===== src/rtl/fft_pkg.sv =====
// -----------------------------------------------------------------------------
// fft_pkg
// Shared definitions for the FFT datapath blocks.
//   BUT_STAGES       : register stages in the pipelined butterfly.
//   calc_prod_w()    : full-precision complex-product width, IN_W+TW_W+1.
//   calc_t_w()       : width of the twiddle product after rescaling, IN_W+2.
//   calc_sum_w()     : width of A +/- T before scaling, IN_W+3.
//   saturate()       : width-generic signed clamp. The caller passes its own
//                      output width and truncates the result to that width.
// -----------------------------------------------------------------------------
package fft_pkg;

  localparam int BUT_STAGES = 3;

  function automatic int calc_prod_w(input int in_w, input int tw_w);
    return in_w + tw_w + 1;
  endfunction

  function automatic int calc_t_w(input int in_w);
    return in_w + 2;
  endfunction

  function automatic int calc_sum_w(input int in_w);
    return in_w + 3;
  endfunction

  // Clamp x to [-2^(out_w-1), 2^(out_w-1)-1]. clamped reports whether the
  // value had to be limited.
  function automatic logic signed [63:0] saturate(input  logic signed [63:0] x,
                                                  input  int                 out_w,
                                                  output logic               clamped);
    logic signed [63:0] hi;
    logic signed [63:0] lo;
    hi = (64'sd1 <<< (out_w - 1)) - 64'sd1;
    lo = -(64'sd1 <<< (out_w - 1));
    clamped = 1'b0;
    if (x > hi) begin
      clamped = 1'b1;
      return hi;
    end
    if (x < lo) begin
      clamped = 1'b1;
      return lo;
    end
    return x;
  endfunction

endpackage


===== src/rtl/cmul_pipe.sv =====
// -----------------------------------------------------------------------------
// cmul_pipe
// Two-stage pipelined complex multiplier T = B * W, with W in Q1.(TW_W-1).
// Stage 1 captures the operands, stage 2 holds the rescaled product. Each
// stage carries a valid bit and an opaque side-band word (data that must
// stay aligned with the product, e.g. the butterfly's A operand).
// All stages advance together when en_i is high; bubbles are kept.
//
// Configuration macro: BUT_ROUND_EN -- round half up before the product
// rescale; otherwise the rescale truncates (floor).
//
// Ports
//   clk, rst_n        : clock, asynchronous active-low reset
//   en_i              : global pipeline advance
//   valid_i           : a beat is present on the operand inputs
//   b_r_i, b_i_i      : operand B (signed, IN_W)
//   w_r_i, w_i_i      : twiddle W (signed, TW_W)
//   side_i / side_o   : side-band word travelling with the beat
//   valid_o           : stage-2 valid
//   t_r_o, t_i_o      : rescaled product (signed, IN_W+2)
// -----------------------------------------------------------------------------
module cmul_pipe
  import fft_pkg::*;
#(
  parameter int IN_W   = 8,
  parameter int TW_W   = 8,
  parameter int SIDE_W = 1
) (
  input  logic                   clk,
  input  logic                   rst_n,
  input  logic                   en_i,
  input  logic                   valid_i,
  input  logic signed [IN_W-1:0] b_r_i,
  input  logic signed [IN_W-1:0] b_i_i,
  input  logic signed [TW_W-1:0] w_r_i,
  input  logic signed [TW_W-1:0] w_i_i,
  input  logic [SIDE_W-1:0]      side_i,
  output logic                   valid_o,
  output logic signed [IN_W+1:0] t_r_o,
  output logic signed [IN_W+1:0] t_i_o,
  output logic [SIDE_W-1:0]      side_o
);

  localparam int PROD_W = calc_prod_w(IN_W, TW_W);
  localparam int T_W    = calc_t_w(IN_W);

`ifdef BUT_ROUND_EN
  localparam logic signed [PROD_W-1:0] RND_K = PROD_W'(1) <<< (TW_W - 2);
`else
  localparam logic signed [PROD_W-1:0] RND_K = '0;
`endif

  // Stage 1: operand capture
  logic                   v1_q;
  logic signed [IN_W-1:0] b_r_q, b_i_q;
  logic signed [TW_W-1:0] w_r_q, w_i_q;
  logic [SIDE_W-1:0]      side1_q;

  // Stage 2: rescaled product
  logic                   v2_q;
  logic signed [T_W-1:0]  t_r_q, t_i_q;
  logic [SIDE_W-1:0]      side2_q;

  logic signed [PROD_W-1:0] br_x, bi_x, wr_x, wi_x;
  logic signed [PROD_W-1:0] prod_r, prod_i;
  logic signed [T_W-1:0]    t_r_d, t_i_d;

  // NOTE: every variable assigned in an always_comb gets a value on every
  // path (here unconditionally), so no latch can be inferred.
  always_comb begin
    br_x   = PROD_W'(b_r_q);
    bi_x   = PROD_W'(b_i_q);
    wr_x   = PROD_W'(w_r_q);
    wi_x   = PROD_W'(w_i_q);
    prod_r = br_x * wr_x - bi_x * wi_x + RND_K;
    prod_i = br_x * wi_x + bi_x * wr_x + RND_K;
    // Dropping TW_W-1 fraction bits leaves IN_W+2 bits; the extra top bit is
    // only reached by the -1 twiddle corners.
    t_r_d  = T_W'(prod_r >>> (TW_W - 1));
    t_i_d  = T_W'(prod_i >>> (TW_W - 1));
  end

  // NOTE: sequential state uses non-blocking assignments so every register
  // samples the pre-edge value of its source, independent of statement order.
  always_ff @(posedge clk or negedge rst_n) begin
    if (!rst_n) begin
      // NOTE: data registers are reset as well as valids so the visible
      // outputs come up at a defined zero rather than X.
      v1_q    <= 1'b0;
      b_r_q   <= '0;
      b_i_q   <= '0;
      w_r_q   <= '0;
      w_i_q   <= '0;
      side1_q <= '0;
      v2_q    <= 1'b0;
      t_r_q   <= '0;
      t_i_q   <= '0;
      side2_q <= '0;
    end else if (en_i) begin
      v1_q <= valid_i;
      if (valid_i) begin
        b_r_q   <= b_r_i;
        b_i_q   <= b_i_i;
        w_r_q   <= w_r_i;
        w_i_q   <= w_i_i;
        side1_q <= side_i;
      end
      v2_q <= v1_q;
      if (v1_q) begin
        t_r_q   <= t_r_d;
        t_i_q   <= t_i_d;
        side2_q <= side1_q;
      end
    end
  end

  assign valid_o = v2_q;
  assign t_r_o   = t_r_q;
  assign t_i_o   = t_i_q;
  assign side_o  = side2_q;

endmodule


===== src/rtl/but_pipe_complex.sv =====
// -----------------------------------------------------------------------------
// but_pipe_complex
// Pipelined radix-2 DIT complex butterfly: P = A + W*B, N = A - W*B.
// S1/S2 (operand capture, twiddle multiply) live in cmul_pipe; S3 here forms
// the sums, applies the optional divide-by-2, saturates to OUT_W and raises
// the sticky overflow flag. The whole pipe advances on en = !v3 || out_ready,
// so a stalled output freezes every stage and bubbles are never collapsed.
// Latency is three cycles; throughput is one beat per cycle.
//
// Configuration macro: BUT_ROUND_EN -- round half up at the product rescale
// and at the divide-by-2; otherwise both truncate. Saturation follows rounding.
//
// Ports
//   clk, rst_n            : clock, asynchronous active-low reset
//   in_valid / in_ready   : input handshake (in_ready = pipeline enable)
//   in_a_r, in_a_i        : operand A (signed, IN_W)
//   in_b_r, in_b_i        : operand B (signed, IN_W)
//   in_w_r, in_w_i        : twiddle W (signed Q1.(TW_W-1))
//   in_scale              : 1 = halve the results of this beat
//   out_valid / out_ready : output handshake
//   out_p_r, out_p_i      : A + W*B (signed, OUT_W)
//   out_n_r, out_n_i      : A - W*B (signed, OUT_W)
//   ovf                   : sticky saturation flag
//   ovf_clr               : synchronous clear of ovf (a new set wins)
// OUT_W must lie in [2, IN_W+2].
// -----------------------------------------------------------------------------
module but_pipe_complex
  import fft_pkg::*;
#(
  parameter int IN_W  = 8,
  parameter int OUT_W = 8,
  parameter int TW_W  = 8
) (
  input  logic                    clk,
  input  logic                    rst_n,
  input  logic                    in_valid,
  output logic                    in_ready,
  input  logic signed [IN_W-1:0]  in_a_r,
  input  logic signed [IN_W-1:0]  in_a_i,
  input  logic signed [IN_W-1:0]  in_b_r,
  input  logic signed [IN_W-1:0]  in_b_i,
  input  logic signed [TW_W-1:0]  in_w_r,
  input  logic signed [TW_W-1:0]  in_w_i,
  input  logic                    in_scale,
  output logic                    out_valid,
  input  logic                    out_ready,
  output logic signed [OUT_W-1:0] out_p_r,
  output logic signed [OUT_W-1:0] out_p_i,
  output logic signed [OUT_W-1:0] out_n_r,
  output logic signed [OUT_W-1:0] out_n_i,
  output logic                    ovf,
  input  logic                    ovf_clr
);

  localparam int T_W    = calc_t_w(IN_W);
  localparam int SUM_W  = calc_sum_w(IN_W);
  localparam int SIDE_W = 2 * IN_W + 1;

`ifdef BUT_ROUND_EN
  localparam logic signed [SUM_W-1:0] HALF_RND = SUM_W'(1);
`else
  localparam logic signed [SUM_W-1:0] HALF_RND = '0;
`endif

  // Result slots in the S3 arrays
  typedef enum logic [1:0] {
    RES_P_R = 2'd0,
    RES_P_I = 2'd1,
    RES_N_R = 2'd2,
    RES_N_I = 2'd3
  } res_idx_e;

  logic en;

  // S2 view from the multiplier
  logic                   v2;
  logic signed [T_W-1:0]  t_r, t_i;
  logic [SIDE_W-1:0]      side_s1, side_s2;
  logic                   s2_scale;
  logic signed [IN_W-1:0] s2_a_r, s2_a_i;

  // S3 combinational datapath
  logic signed [SUM_W-1:0] raw [4];
  logic signed [SUM_W-1:0] adj [4];
  logic signed [SUM_W-1:0] scl [4];
  logic signed [OUT_W-1:0] res_d [4];
  logic                    clamp [4];
  logic                    clamp_any;
  logic                    ovf_set;

  // S3 registers
  logic                    v3_q;
  logic signed [OUT_W-1:0] p_r_q, p_i_q, n_r_q, n_i_q;
  logic                    ovf_q;

  // Only a held, unaccepted S3 beat blocks the pipe.
  assign en       = !v3_q || out_ready;
  assign in_ready = en;

  // A and the scale select ride alongside the product.
  assign side_s1 = {in_scale, in_a_r, in_a_i};
  assign {s2_scale, s2_a_r, s2_a_i} = side_s2;

  cmul_pipe #(
    .IN_W   (IN_W),
    .TW_W   (TW_W),
    .SIDE_W (SIDE_W)
  ) u_cmul (
    .clk     (clk),
    .rst_n   (rst_n),
    .en_i    (en),
    .valid_i (in_valid),
    .b_r_i   (in_b_r),
    .b_i_i   (in_b_i),
    .w_r_i   (in_w_r),
    .w_i_i   (in_w_i),
    .side_i  (side_s1),
    .valid_o (v2),
    .t_r_o   (t_r),
    .t_i_o   (t_i),
    .side_o  (side_s2)
  );

  always_comb begin
    raw[RES_P_R] = SUM_W'(s2_a_r) + SUM_W'(t_r);
    raw[RES_P_I] = SUM_W'(s2_a_i) + SUM_W'(t_i);
    raw[RES_N_R] = SUM_W'(s2_a_r) - SUM_W'(t_r);
    raw[RES_N_I] = SUM_W'(s2_a_i) - SUM_W'(t_i);
    clamp_any    = 1'b0;
    for (int k = 0; k < 4; k++) begin
      adj[k]   = raw[k] + (s2_scale ? HALF_RND : '0);
      scl[k]   = s2_scale ? (adj[k] >>> 1) : raw[k];
      res_d[k] = OUT_W'(saturate(64'(scl[k]), OUT_W, clamp[k]));
      clamp_any = clamp_any | clamp[k];
    end
  end

  // The flag is raised as the clamped beat lands in S3, so it is visible
  // together with that beat's out_valid.
  assign ovf_set = en && v2 && clamp_any;

  always_ff @(posedge clk or negedge rst_n) begin
    if (!rst_n) begin
      v3_q  <= 1'b0;
      p_r_q <= '0;
      p_i_q <= '0;
      n_r_q <= '0;
      n_i_q <= '0;
      ovf_q <= 1'b0;
    end else begin
      if (en) begin
        v3_q <= v2;
        if (v2) begin
          p_r_q <= res_d[RES_P_R];
          p_i_q <= res_d[RES_P_I];
          n_r_q <= res_d[RES_N_R];
          n_i_q <= res_d[RES_N_I];
        end
      end
      // Set has priority over a coincident clear.
      if (ovf_set) begin
        ovf_q <= 1'b1;
      end else if (ovf_clr) begin
        ovf_q <= 1'b0;
      end
    end
  end

  assign out_valid = v3_q;
  assign out_p_r   = p_r_q;
  assign out_p_i   = p_i_q;
  assign out_n_r   = n_r_q;
  assign out_n_i   = n_i_q;
  assign ovf       = ovf_q;

endmodule

===== config.mk =====
export PLATFORM = sky130hd
export DESIGN_NAME = but_pipe_complex
export DESIGN_NICKNAME = d
export VERILOG_FILES = /design/src/rtl/fft_pkg.sv /design/src/rtl/cmul_pipe.sv /design/src/rtl/but_pipe_complex.sv
export SDC_FILE = /design/constraint.sdc
export NUM_CORES = 1
export LEC_CHECK = 0
export BUFFER_PORTS_ARGS = -buffer_cell sky130_fd_sc_hd__buf_2
export CORE_MARGIN = 8
export CORE_UTILIZATION = 37
export CTS_BUF_LIST = sky130_fd_sc_hd__clkbuf_16
export CTS_CLUSTER_DIAMETER = 30
export CTS_CLUSTER_SIZE = 10
export DETAILED_ROUTE_END_ITERATION = 16
export GPL_ROUTABILITY_DRIVEN = 0
export PLACE_DENSITY = 0.61
export REMOVE_ABC_BUFFERS = 1
export SETUP_SLACK_MARGIN = 0.05
export SLEW_MARGIN = 20
export SYNTH_ARGS = -nofsm -noshare
export SYNTH_HDL_FRONTEND = slang
export SYNTH_SLANG_ARGS = --single-unit

===== constraint.sdc =====
create_clock -name clk -period 5.44 [get_ports clk]
set_clock_uncertainty 0.15 [all_clocks]
set_input_delay 1.088 -clock clk [delete_from_list [all_inputs] [get_ports clk]]
set_output_delay 1.088 -clock clk [all_outputs]
set_load 0.05 [all_outputs]

==> results.md <==
- Mean post-synth cell area: a little over 9 sq um
- RSZ-0062 raised after global routing: true
- First-pass GRT wire length: about 73000 um
- Max Fanout on Critical Path: 8
- Min cycle time layout: about 5700 ps
- Area added between synthesis and finish: 23.6%
- Top-count cell post-synth: inv_1
- H-Tree Depth: 4
- Leading area contributor after synthesis: fa_1
- WL/cell: ~16 um
- Share of Yosys cell area claimed by the top area cell type: 0.253
- Initial DRC Count: 625
- DR vias: roughly 13000
- Fin crit share: 1.05
- Core Region: 47500 sq um
- Clock sink count: between 100 and 150
- # DRC: 0
- Drt first pass iters: 5
- Post-Syn Area: between 15000 and 20000 sq um
- Buf+Inv Stages, Crit Path: 7
- Post-layout net count: between 2000 and 3000
- Worst Path Arrival: slightly below 6000 ps
- GRT Total Usage: 0.162
- Chip height: around 230 um
- Cells after synthesis: between 1500 and 2000
- Post-route core utilization: 0.461
- CTS root buf: clkbuf_16
- Latest clock arrival within the worst-skew pair: approximately 460 ps
- Most frequent cells after synthesis: 409 x inv_1, 224 x fa_1, 186 x ha_1
- Area of the die: around 55000 sq um
- Post-synth EDFFs: 0
- Synth warn: 0
- Hpwl dp: between 30000 and 40000 um
- Post-Route WL: 44000 um
- Worst Setup End Kind: flip-flop
- Initial antenna violation count: 2
- Measured slew at the worst slew-check pin: ~880 ps
- Post-synth top flop: dfrtp_1
- # rows: 80
- Share of cells above drive strength 1: 0.271
- CP max stage cell: fa_1
- Worst slew margin: 0.416
- Hold_buf cts: 0
- Post-DR vias/cell: 4.72
- Max-cap violations: 0
- CP Launch Type: flip-flop
- CP delay by family, top: adder cells
- Sequential share of the synthesized area: 0.172
- CP required: between 5000 and 6000 ps
- CP dominant cell by count: fa_1
- Worst hold margin: 319 ps
- Failing checks: setup timing
- Final number of setup-violating endpoints: 9
- Worst hold-check path type: reg -> reg
- Final setup TNS: -1490 ps
- Boundary Pins: 89
- CTS tree: yes
- FMAX: about 180 MHz
- Die Wd: between 200 and 250 um
- Synth Register Bits: 122
- Worst setup margin: -264 ps
- Dominant cells by area after synthesis: fa_1 25%, dfrtp_1 17%, ha_1 13%
- Clk slew on worst S/H paths: roughly 70 ps
- Largest net degree at the start of global routing: slightly above 90
- Cell variety after synth: 66
- Outcome: finished with violations
- Final Max Slew Viols: 0
- Crit Path Class: reg -> reg
- Starting Density: 0.373
- Ys async rst share: 1.00
- Fin. Hold Viols: 0
- Grt total ovfl: 0
- Number of port buffers: roughly 90
- Routed Antenna Nets: 0
- Vias in the first global route: 14300
- Max Root-Sink Buffers: 2
- CTS Buf Count: 17
- Critical Path Max Stage Delay: between 500 and 600 ps
[layout make-up]
type                    count  area (sq um)
multi-input cells        1326         13500
clock buffers              17           425
clock inverters            15           168
well taps                 615           769
inverters                 410          1540
repair buffers            335          2450
fillers                  4503         25600
diodes                      1          2.50
flip-flops and latches    122          3080
[metrics by stage]
step                      std cells  setup WS (ps)  instance area (sq um)
after floorplan                1858           -232                  17500
after global placement         2762           -533                  20300
after detailed placement       2762           -635                  20300
after CTS                      2821           -312                  21500
after global routing           2840           -534                  21900
final                          2841           -264                  21900
[worst paths after layout]
path,from,endpoint,slack (ps),depth (start not counted)
max,u_cmul.b_i_q[4],u_cmul.t_r_o[9],-260,25
max in group asynchronous,rst_n,u_cmul.b_r_q[4],3480,2
max reg2reg,u_cmul.b_i_q[4],u_cmul.t_r_o[9],-260,25
min,out_p_r[3],out_p_r[3],320,2
min reg2reg,out_p_r[3],out_p_r[3],320,2
min in group asynchronous,rst_n,out_n_r[4],560,1
[routing by layer]
layer | up-vias | part of all wire | GRT usage
met1 | 6459 | 0.47 | 0.217
met2 | 309 | 0.45 | 0.262
met4 | 0 | 0.024 | 0.0476
met3 | 70 | 0.049 | 0.0338
met5 | - | 0 | 0
li1 | 6584 | - | -
[cell families (layout without fill, tap and decap cells)]
logic type / Yosys count / after routing / share of synthesized area
buffers and inverters: 473 / 777 / 0.101
and+or+nand+nor: 468 / 468 / 0.138
adders and majority gates: 410 / 410 / 0.384
AOI/OAI and AO/OA: 238 / 238 / 0.0877
DFF: 122 / 122 / 0.172
xor gates and xnor gates: 112 / 112 / 0.0553
muxes: 98 / 98 / 0.0612
other: 0 / 1 / 0
[layout by cell type (no fill, tap or decap), drive strengths merged, types with 5 or more instances in the layout]
cell type	instances
dfrtp	122
clkinv	5
a31oi	10
a21o	18
nand2b	12
nor2	53
inv	415
nand3	17
nand2	129
mux2	83
mux2i	15
a21oi	66
xor2	26
fa	224
clkbuf	17
nor3	19
and2	170
buf	335
nor2b	42
o21bai	24
xnor2	86
ha	186
o2111ai	10
o21ai	64
[state kept, by name, summed over array words and instances (netlist names)]
signal / cells
u_cmul.w_r_q: 8
u_cmul.t_r_o: 10
out_n_r: 8
u_cmul.b_r_q: 8
u_cmul.w_i_q: 8
out_valid: 1
u_cmul.v1_q: 1
u_cmul.side_o: 17
u_cmul.valid_o: 1
u_cmul.b_i_q: 8
u_cmul.t_i_o: 10
ovf: 1
out_n_i: 8
u_cmul.side1_q: 17
out_p_i: 8
out_p_r: 8
[worst reg2reg max path, delay by kind of cell (launching register included)]
| family | cells | cell delay, ps |
|---|---|---|
| fa+ha+maj | 6 | 2550 |
| simple gates | 6 | 900 |
| compound gates | 5 | 720 |
| buf+inv | 7 | 540 |
| flops | 1 | 500 |
| xor+xnor | 1 | 250 |
[timing repair]
action / CTS / global route
setup buffers: 27 / 19
pin swaps: 60 / 68
gates resized for setup: 100 / 71
hold endpoints to repair: 0 / 0
endpoints found under the setup margin: 13 / 14
Power is not shown: default switching activity piles up to over one toggle a cycle in this logic, so the estimate is an artifact.
